`src/rtl/kyber_bus_master.sv`:
```
// Bus initiator for the Kyber 32-bit accelerator bus: runs queued WRITE/READ/POLL commands.
// Optional REQ timeout/abort is built only when KYBER_BUS_TIMEOUT_EN is defined.
module kyber_bus_master #(
  parameter int unsigned LEN_W          = 8,
  parameter int unsigned POLL_MAX       = 1024,
  parameter int unsigned TIMEOUT_CYCLES = 255
) (
  input  logic             clk,
  input  logic             rst_n,
  input  logic             cmd_valid,
  output logic             cmd_ready,
  input  logic [1:0]       cmd_op,
  input  logic [31:0]      cmd_addr,
  input  logic [LEN_W-1:0] cmd_len,
  input  logic [31:0]      cmd_mask,
  input  logic [31:0]      cmd_cmp,
  input  logic             wr_valid,
  output logic             wr_ready,
  input  logic [31:0]      wr_data,
  output logic             rsp_valid,
  input  logic             rsp_ready,
  output logic [31:0]      rsp_data,
  output logic             rsp_err,
  output logic             done,
  output logic             done_err,
  output logic             busy,
  output logic             bus_enable,
  output logic             bus_write,
  output logic [31:0]      bus_addr,
  output logic [31:0]      bus_wdata,
  input  logic [31:0]      bus_rdata,
  input  logic             bus_ready
);
  localparam int unsigned PollW = $clog2(POLL_MAX + 1);
  localparam logic [1:0] OpWrite = 2'b00;
  localparam logic [1:0] OpRead  = 2'b01;
  localparam logic [1:0] OpPoll  = 2'b10;

  typedef enum logic [2:0] {StIdle, StWdat, StReq, StRsp, StGap, StDone} state_e;

  state_e           state_q, state_d;
  logic [1:0]       op_q, op_d;
  logic [31:0]      addr_q, addr_d, mask_q, mask_d, cmp_q, cmp_d;
  logic [LEN_W-1:0] len_q, len_d, beat_q, beat_d;
  logic [PollW-1:0] poll_q, poll_d;
  logic             err_q, err_d;
  logic             cmd_ready_q, cmd_ready_d, wr_ready_q, wr_ready_d;
  logic             rsp_valid_q, rsp_valid_d, rsp_err_q, rsp_err_d;
  logic [31:0]      rsp_data_q, rsp_data_d;
  logic             done_q, done_d, done_err_q, done_err_d, busy_q, busy_d;
  logic             bus_enable_q, bus_enable_d, bus_write_q, bus_write_d;
  logic [31:0]      bus_addr_q, bus_addr_d, bus_wdata_q, bus_wdata_d;
  logic             match, timeout;

`ifdef KYBER_BUS_TIMEOUT_EN
  localparam int unsigned ToW = (TIMEOUT_CYCLES > 1) ? $clog2(TIMEOUT_CYCLES) : 1;
  logic [ToW-1:0] to_cnt_q, to_cnt_d;
  // Counts unacknowledged REQ cycles of the current beat only.
  assign to_cnt_d = (state_q == StReq && !bus_ready) ? to_cnt_q + ToW'(1) : '0;
  assign timeout  = (to_cnt_q == ToW'(TIMEOUT_CYCLES - 1));
`else
  assign timeout = 1'b0 & (TIMEOUT_CYCLES > 0);
`endif

  assign match = ((bus_rdata & mask_q) == (cmp_q & mask_q));

  always_comb begin
    state_d     = state_q;
    op_d        = op_q;
    addr_d      = addr_q;
    mask_d      = mask_q;
    cmp_d       = cmp_q;
    len_d       = len_q;
    beat_d      = beat_q;
    poll_d      = poll_q;
    err_d       = err_q;
    rsp_data_d  = rsp_data_q;
    rsp_err_d   = rsp_err_q;
    bus_wdata_d = bus_wdata_q;
    unique case (state_q)
      StIdle: begin
        if (cmd_valid) begin
          op_d    = (cmd_op == 2'b11) ? OpRead : cmd_op;
          addr_d  = cmd_addr;
          len_d   = cmd_len;
          mask_d  = cmd_mask;
          cmp_d   = cmd_cmp;
          beat_d  = '0;
          poll_d  = '0;
          err_d   = 1'b0;
          state_d = (cmd_op == OpWrite) ? StWdat : StReq;
        end
      end
      StWdat: begin
        if (wr_valid) begin
          bus_wdata_d = wr_data;
          state_d     = StReq;
        end
      end
      StReq: begin
        if (bus_ready) begin
          if (op_q == OpWrite) begin
            state_d = StGap;
          end else if (op_q == OpRead || match) begin
            rsp_data_d = bus_rdata;
            rsp_err_d  = 1'b0;
            state_d    = StRsp;
          end else if (poll_q == PollW'(POLL_MAX - 1)) begin
            rsp_data_d = bus_rdata;
            rsp_err_d  = 1'b1;
            err_d      = 1'b1;
            state_d    = StRsp;
          end else begin
            poll_d  = poll_q + PollW'(1);
            state_d = StGap;
          end
        end else if (timeout) begin
          err_d = 1'b1;
          if (op_q == OpWrite) begin
            state_d = StDone;
          end else begin
            rsp_data_d = '0;
            rsp_err_d  = 1'b1;
            state_d    = StRsp;
          end
        end
      end
      StRsp: begin
        if (rsp_ready) begin
          if (op_q == OpRead && !err_q && beat_q < len_q) begin
            beat_d  = beat_q + LEN_W'(1);
            state_d = StReq;
          end else begin
            state_d = StDone;
          end
        end
      end
      StGap: begin
        if (op_q == OpPoll) begin
          state_d = StReq;
        end else if (beat_q < len_q) begin
          beat_d  = beat_q + LEN_W'(1);
          state_d = StWdat;
        end else begin
          state_d = StDone;
        end
      end
      StDone:  state_d = StIdle;
      default: state_d = StIdle;
    endcase

    // Outputs are registered: decode them from the state being entered.
    cmd_ready_d  = (state_d == StIdle);
    wr_ready_d   = (state_d == StWdat);
    rsp_valid_d  = (state_d == StRsp);
    done_d       = (state_d == StDone);
    done_err_d   = (state_d == StDone) && err_d;
    busy_d       = (state_d != StIdle);
    bus_enable_d = (state_d == StReq);
    bus_write_d  = (state_d == StReq) && (op_d == OpWrite);
    bus_addr_d   = (state_d == StReq) ? addr_d + (32'(beat_d) << 2) : bus_addr_q;
  end

  always_ff @(posedge clk or negedge rst_n) begin
    if (!rst_n) begin
      state_q      <= StIdle;
      op_q         <= OpWrite;
      addr_q       <= '0;
      mask_q       <= '0;
      cmp_q        <= '0;
      len_q        <= '0;
      beat_q       <= '0;
      poll_q       <= '0;
      err_q        <= 1'b0;
      cmd_ready_q  <= 1'b1;
      wr_ready_q   <= 1'b0;
      rsp_valid_q  <= 1'b0;
      rsp_data_q   <= '0;
      rsp_err_q    <= 1'b0;
      done_q       <= 1'b0;
      done_err_q   <= 1'b0;
      busy_q       <= 1'b0;
      bus_enable_q <= 1'b0;
      bus_write_q  <= 1'b0;
      bus_addr_q   <= '0;
      bus_wdata_q  <= '0;
`ifdef KYBER_BUS_TIMEOUT_EN
      to_cnt_q     <= '0;
`endif
    end else begin
      state_q      <= state_d;
      op_q         <= op_d;
      addr_q       <= addr_d;
      mask_q       <= mask_d;
      cmp_q        <= cmp_d;
      len_q        <= len_d;
      beat_q       <= beat_d;
      poll_q       <= poll_d;
      err_q        <= err_d;
      cmd_ready_q  <= cmd_ready_d;
      wr_ready_q   <= wr_ready_d;
      rsp_valid_q  <= rsp_valid_d;
      rsp_data_q   <= rsp_data_d;
      rsp_err_q    <= rsp_err_d;
      done_q       <= done_d;
      done_err_q   <= done_err_d;
      busy_q       <= busy_d;
      bus_enable_q <= bus_enable_d;
      bus_write_q  <= bus_write_d;
      bus_addr_q   <= bus_addr_d;
      bus_wdata_q  <= bus_wdata_d;
`ifdef KYBER_BUS_TIMEOUT_EN
      to_cnt_q     <= to_cnt_d;
`endif
    end
  end

  assign cmd_ready  = cmd_ready_q;
  assign wr_ready   = wr_ready_q;
  assign rsp_valid  = rsp_valid_q;
  assign rsp_data   = rsp_data_q;
  assign rsp_err    = rsp_err_q;
  assign done       = done_q;
  assign done_err   = done_err_q;
  assign busy       = busy_q;
  assign bus_enable = bus_enable_q;
  assign bus_write  = bus_write_q;
  assign bus_addr   = bus_addr_q;
  assign bus_wdata  = bus_wdata_q;

endmodule

```
`config.mk`:
```
export PLATFORM = sky130hd
export DESIGN_NAME = kyber_bus_master
export DESIGN_NICKNAME = d
export VERILOG_FILES = /design/src/rtl/kyber_bus_master.sv
export SDC_FILE = /design/constraint.sdc
export NUM_CORES = 1
export LEC_CHECK = 0
export BUFFER_PORTS_ARGS = -buffer_cell sky130_fd_sc_hd__buf_2
export CAP_MARGIN = 0
export CELL_PAD_IN_SITES_DETAIL_PLACEMENT = 1
export CELL_PAD_IN_SITES_GLOBAL_PLACEMENT = 2
export CORE_UTILIZATION = 33
export CTS_BUF_LIST = sky130_fd_sc_hd__clkbuf_4 sky130_fd_sc_hd__clkbuf_8 sky130_fd_sc_hd__clkbuf_16
export DETAILED_ROUTE_END_ITERATION = 16
export GPL_TIMING_DRIVEN = 0
export PLACE_DENSITY = 0.93
export RECOVER_POWER = 50
export SLEW_MARGIN = 40
export SYNTH_ARGS = -nofsm -noshare
export SYNTH_HDL_FRONTEND = slang
export SYNTH_SLANG_ARGS = --single-unit
```
`constraint.sdc`:
```
create_clock -name clk -period 5.35 [get_ports clk]
set_input_delay 0.2675 -clock clk [delete_from_list [all_inputs] [get_ports clk]]
set_output_delay 0.2675 -clock clk [all_outputs]
set_load 0.01 [all_outputs]
```
==> flow_metrics.env <==
export IMPL_status="finished, violations left"
export IMPL_violations="capacitance limit, slew limit"
export IMPL_path_clk_slew_ns=0.06
export IMPL_first_pass_iters=4
export IMPL_area_growth_syn_to_layout_pct=41.30
export IMPL_drive_gt1_share_pct=22.73
export IMPL_ys_seq_area_share_pct=54.17
export IMPL_synth_top_area_cell="dfrtp_1"
export IMPL_worstPathRequired_ns=5.80
export IMPL_io_pins=281
export IMPL_via_per_inst=5.009
export IMPL_post_place_ws_ns=-0.5962
export IMPL_relSlewSlack_pct=-44.55
export IMPL_finalInstanceArea_um2=15280
export IMPL_fin_crit_ns=4.969
export IMPL_tightest_slew_ns=2.168
export IMPL_rsz0062_at_grt="false"
export IMPL_hpwl_um=26100
export IMPL_syn_inst=1075
export IMPL_cp_data_arrival_time_ns=5.42
export IMPL_timing_final_ws_setup_ns=0.3808
export IMPL_port_buffer_count=280
export IMPL_avgRoutedWirePerCell_um=20.17
export IMPL_synth_edf_count=0
export IMPL_ant_nets=0
export IMPL_setup_worst_path_start="state_q[2]"
export IMPL_hold_class="in2reg"
export IMPL_reg2reg_from="state_q[2]"
export IMPL_antenna_found_initial=4
export IMPL_grt_pass1_wl_um=62930
export IMPL_cp_start_kind="register"
export IMPL_cp_max_fo=19
export IMPL_finalSetupViolations=0
export IMPL_ctsHtreeMaxLevel=1
export IMPL_avgSynthCellArea_um2=10.06
export IMPL_cts_sinks=234
export IMPL_cts_root_buf="clkbuf_16"
export IMPL_fin_util_pct=47.92
export IMPL_powerDensity_nw_per_um2=558.6
export IMPL_cts_buffers=28
export IMPL_finClkSkew_ns=0.01339
export IMPL_gr_total_overflow=0
export IMPL_cts_path_max_buffers=3
export IMPL_yosys_top_cells_area="dfrtp_1 54%, nand2_1 12%, mux2_2 4.9%"
export IMPL_crit_path_end="bus_addr[20]"
export IMPL_dieWidth_um=183.0
export IMPL_slew_viol_final=158
export IMPL_crit_path_end_kind="register"
export IMPL_design_power_total_uw=8534
export IMPL_synth_cell_types=64
export IMPL_core_um2=31880
export IMPL_synth_async_reset_ratio_pct=100.0
export IMPL_rows=65
export IMPL_grt_use_total_pct=24.20
export IMPL_first_global_vias=11320
export IMPL_hold_ws_ns=0.02133
export IMPL_die_h_um=183.0
export IMPL_fmax_mhz=201.2
export IMPL_finalHoldViolations=0
export IMPL_yosys_warnings=0
export IMPL_nets=1734
export IMPL_synth_nets=1269
export IMPL_synth_seq_cells=234
export IMPL_rr_endpoint="bus_addr[20]"
export IMPL_irDropWorstVdd_v=0.0002837
export IMPL_synth_top_cell_area_share_pct=53.92
export IMPL_synth_ff_type="dfrtp_1"
export IMPL_grt_max_degree=75
export IMPL_place_area_um2=12860
export IMPL_initial_core_util_pct=33.92
export IMPL_fillers=3684
export IMPL_place_gp_congestion=0.8247
export IMPL_drc=0
export IMPL_cap_violations=3
export IMPL_clkLatencyLatePin_ns=0.54
export IMPL_critical_path_class="reg2reg"
export IMPL_r2r_setup_slack_ns=0.38
export IMPL_synth_area_um2=10810
export IMPL_cts_tree="built"
export IMPL_r2r_cells=16
export IMPL_drt_iter0_markers=410
export IMPL_p_leak_uw=0.007356
export IMPL_vias=10020
export IMPL_wl_um=40360
export IMPL_dieArea_um2=33490
export IMPL_period_share_pct=92.88
cell families after synthesis:
| logic type | after synthesis | share of synthesized area (%) |
|---|---|---|
| AO/OA/AOI/OAI | 127 | 7.764 |
| XOR/XNOR | 52 | 4.212 |
| adder cells (fa/ha/maj) | 18 | 2.152 |
| buffers and inverters | 74 | 2.731 |
| flip-flops | 234 | 54.17 |
| multiplexers | 86 | 8.817 |
| AND/OR/NAND/NOR | 484 | 20.16 |
cells in the mapped netlist (all sizes together) (6+ instances only):
cell type,n
nand2,339
dfrtp,233
mux2,74
o21ai,52
xor2,44
clkbuf,36
nand3,34
inv,25
nor2,21
a21oi,17
a22oi,17
ha,17
nand4,17
buf,13
mux2i,12
and4,9
nor3,9
o211ai,8
xnor2,8
nor2b,7
nand3b,6
or3,6
or4,6
cells in the final DEF, fill, tap and decap left out, types with 7 or more instances in the layout:
master and count:
xor2_1 44, ha_1 17, o21ai_1 13, inv_1 24
clkbuf_8 7, dfrtp_1 233, buf_2 235, nand3_1 34
clkbuf_16 29, nor2_1 21, nand4_1 17, mux2_1 27
xnor2_1 8, mux2_2 47, nor3_1 8, and4_1 9
clkinv_2 8, a21oi_1 17, nor2b_1 7, dlygate4sd3_1 150
mux2i_1 12, o21ai_0 39, clkbuf_1 84, nand2_1 339
a22oi_1 17, o211ai_1 8
sequential cells by signal, indices dropped and copies added (netlist names), 2 cells and up:
signal and cells:
addr_q 32, beat_q 8, bus_addr 32, bus_wdata 32, cmp_q 32, len_q 8, mask_q 32, op_q 2
poll_q 11, rsp_data 32, state_q 3
through the flow:
stage               instances  setup TNS (ns)
floorplan                1075               0
global placement         1790          -67.38
detailed placement       1793          -6.398
CTS                      1993               0
global route             2001               0
finish                   2001               0
how the worst min path moves through the flow:
stage / start / end / slack [ns] / depth (start not counted)
5_1_grt: bus_rdata[26] / rsp_data[26] / 0.01 / 2
3_3_place_gp: addr_q[0] / addr_q[0] / 0.46 / 2
4_1_cts: bus_rdata[26] / rsp_data[26] / 0.001 / 2
6_report: cmd_addr[25] / addr_q[25] / 0.02 / 3
2_1_floorplan: rst_n / addr_q[0] / -0.03 / 0
3_5_place_dp: rst_n / addr_q[9] / 0.18 / 1
per-layer routing:
metal	up-vias	routed length [µm]	GRT usage (%)
met3	119	1888	4.091
li1	4588	-	-
met5	-	0	0
met1	5003	16560	29.17
met2	313	20080	42.17
met4	0	1825	11.07
repair_timing:
| item | CTS | global route |
|---|---|---|
| buffers inserted | 0 | 4 |
| hold endpoints to repair | 251 | 0 |
| pin swaps | 1 | 1 |
| gates resized for setup | 2 | 4 |
| endpoints found under the setup margin | 24 | 10 |
| hold buffers | 150 | 0 |
layout make-up:
type	instances	area, µm²	area share (%)
repair buffers	437	2884	18.88
well taps	435	544.3	3.562
multi-input cells	767	4677	30.61
diodes	4	10.01	0.06551
inverters	25	93.84	0.6142
clock inverters	14	175.2	1.147
plain buffers	47	200.2	1.310
clock buffers	38	837.1	5.479
flip-flops and latches	234	5857	38.33
critical path: stages (launching register included):
cell       delay (ns)
dfrtp_1          0.50
or4b_1           0.16
clkbuf_1         0.36
buf_1            0.51
clkbuf_2         0.40
clkbuf_4         0.42
nand2_1          0.09
nand2_1          0.12
ha_1             0.21
inv_1            0.07
fa_1             0.41
nor2b_1          0.14
o21ai_0          0.24
a2111oi_4        0.69
nand3_1          0.18
xor2_1           0.19
o21ai_1          0.19
where the power goes:
| group | internal (µW) | total [µW] | switching (µW) |
|---|---|---|---|
| Sequential | 2570 | 3070 | 502 |
| Combinational | 1250 | 3360 | 2100 |
| Clock | 1280 | 2100 | 819 |
| Total | 5110 | 8530 | 3420 |
Note: power is estimated with default switching activity, not from simulation.
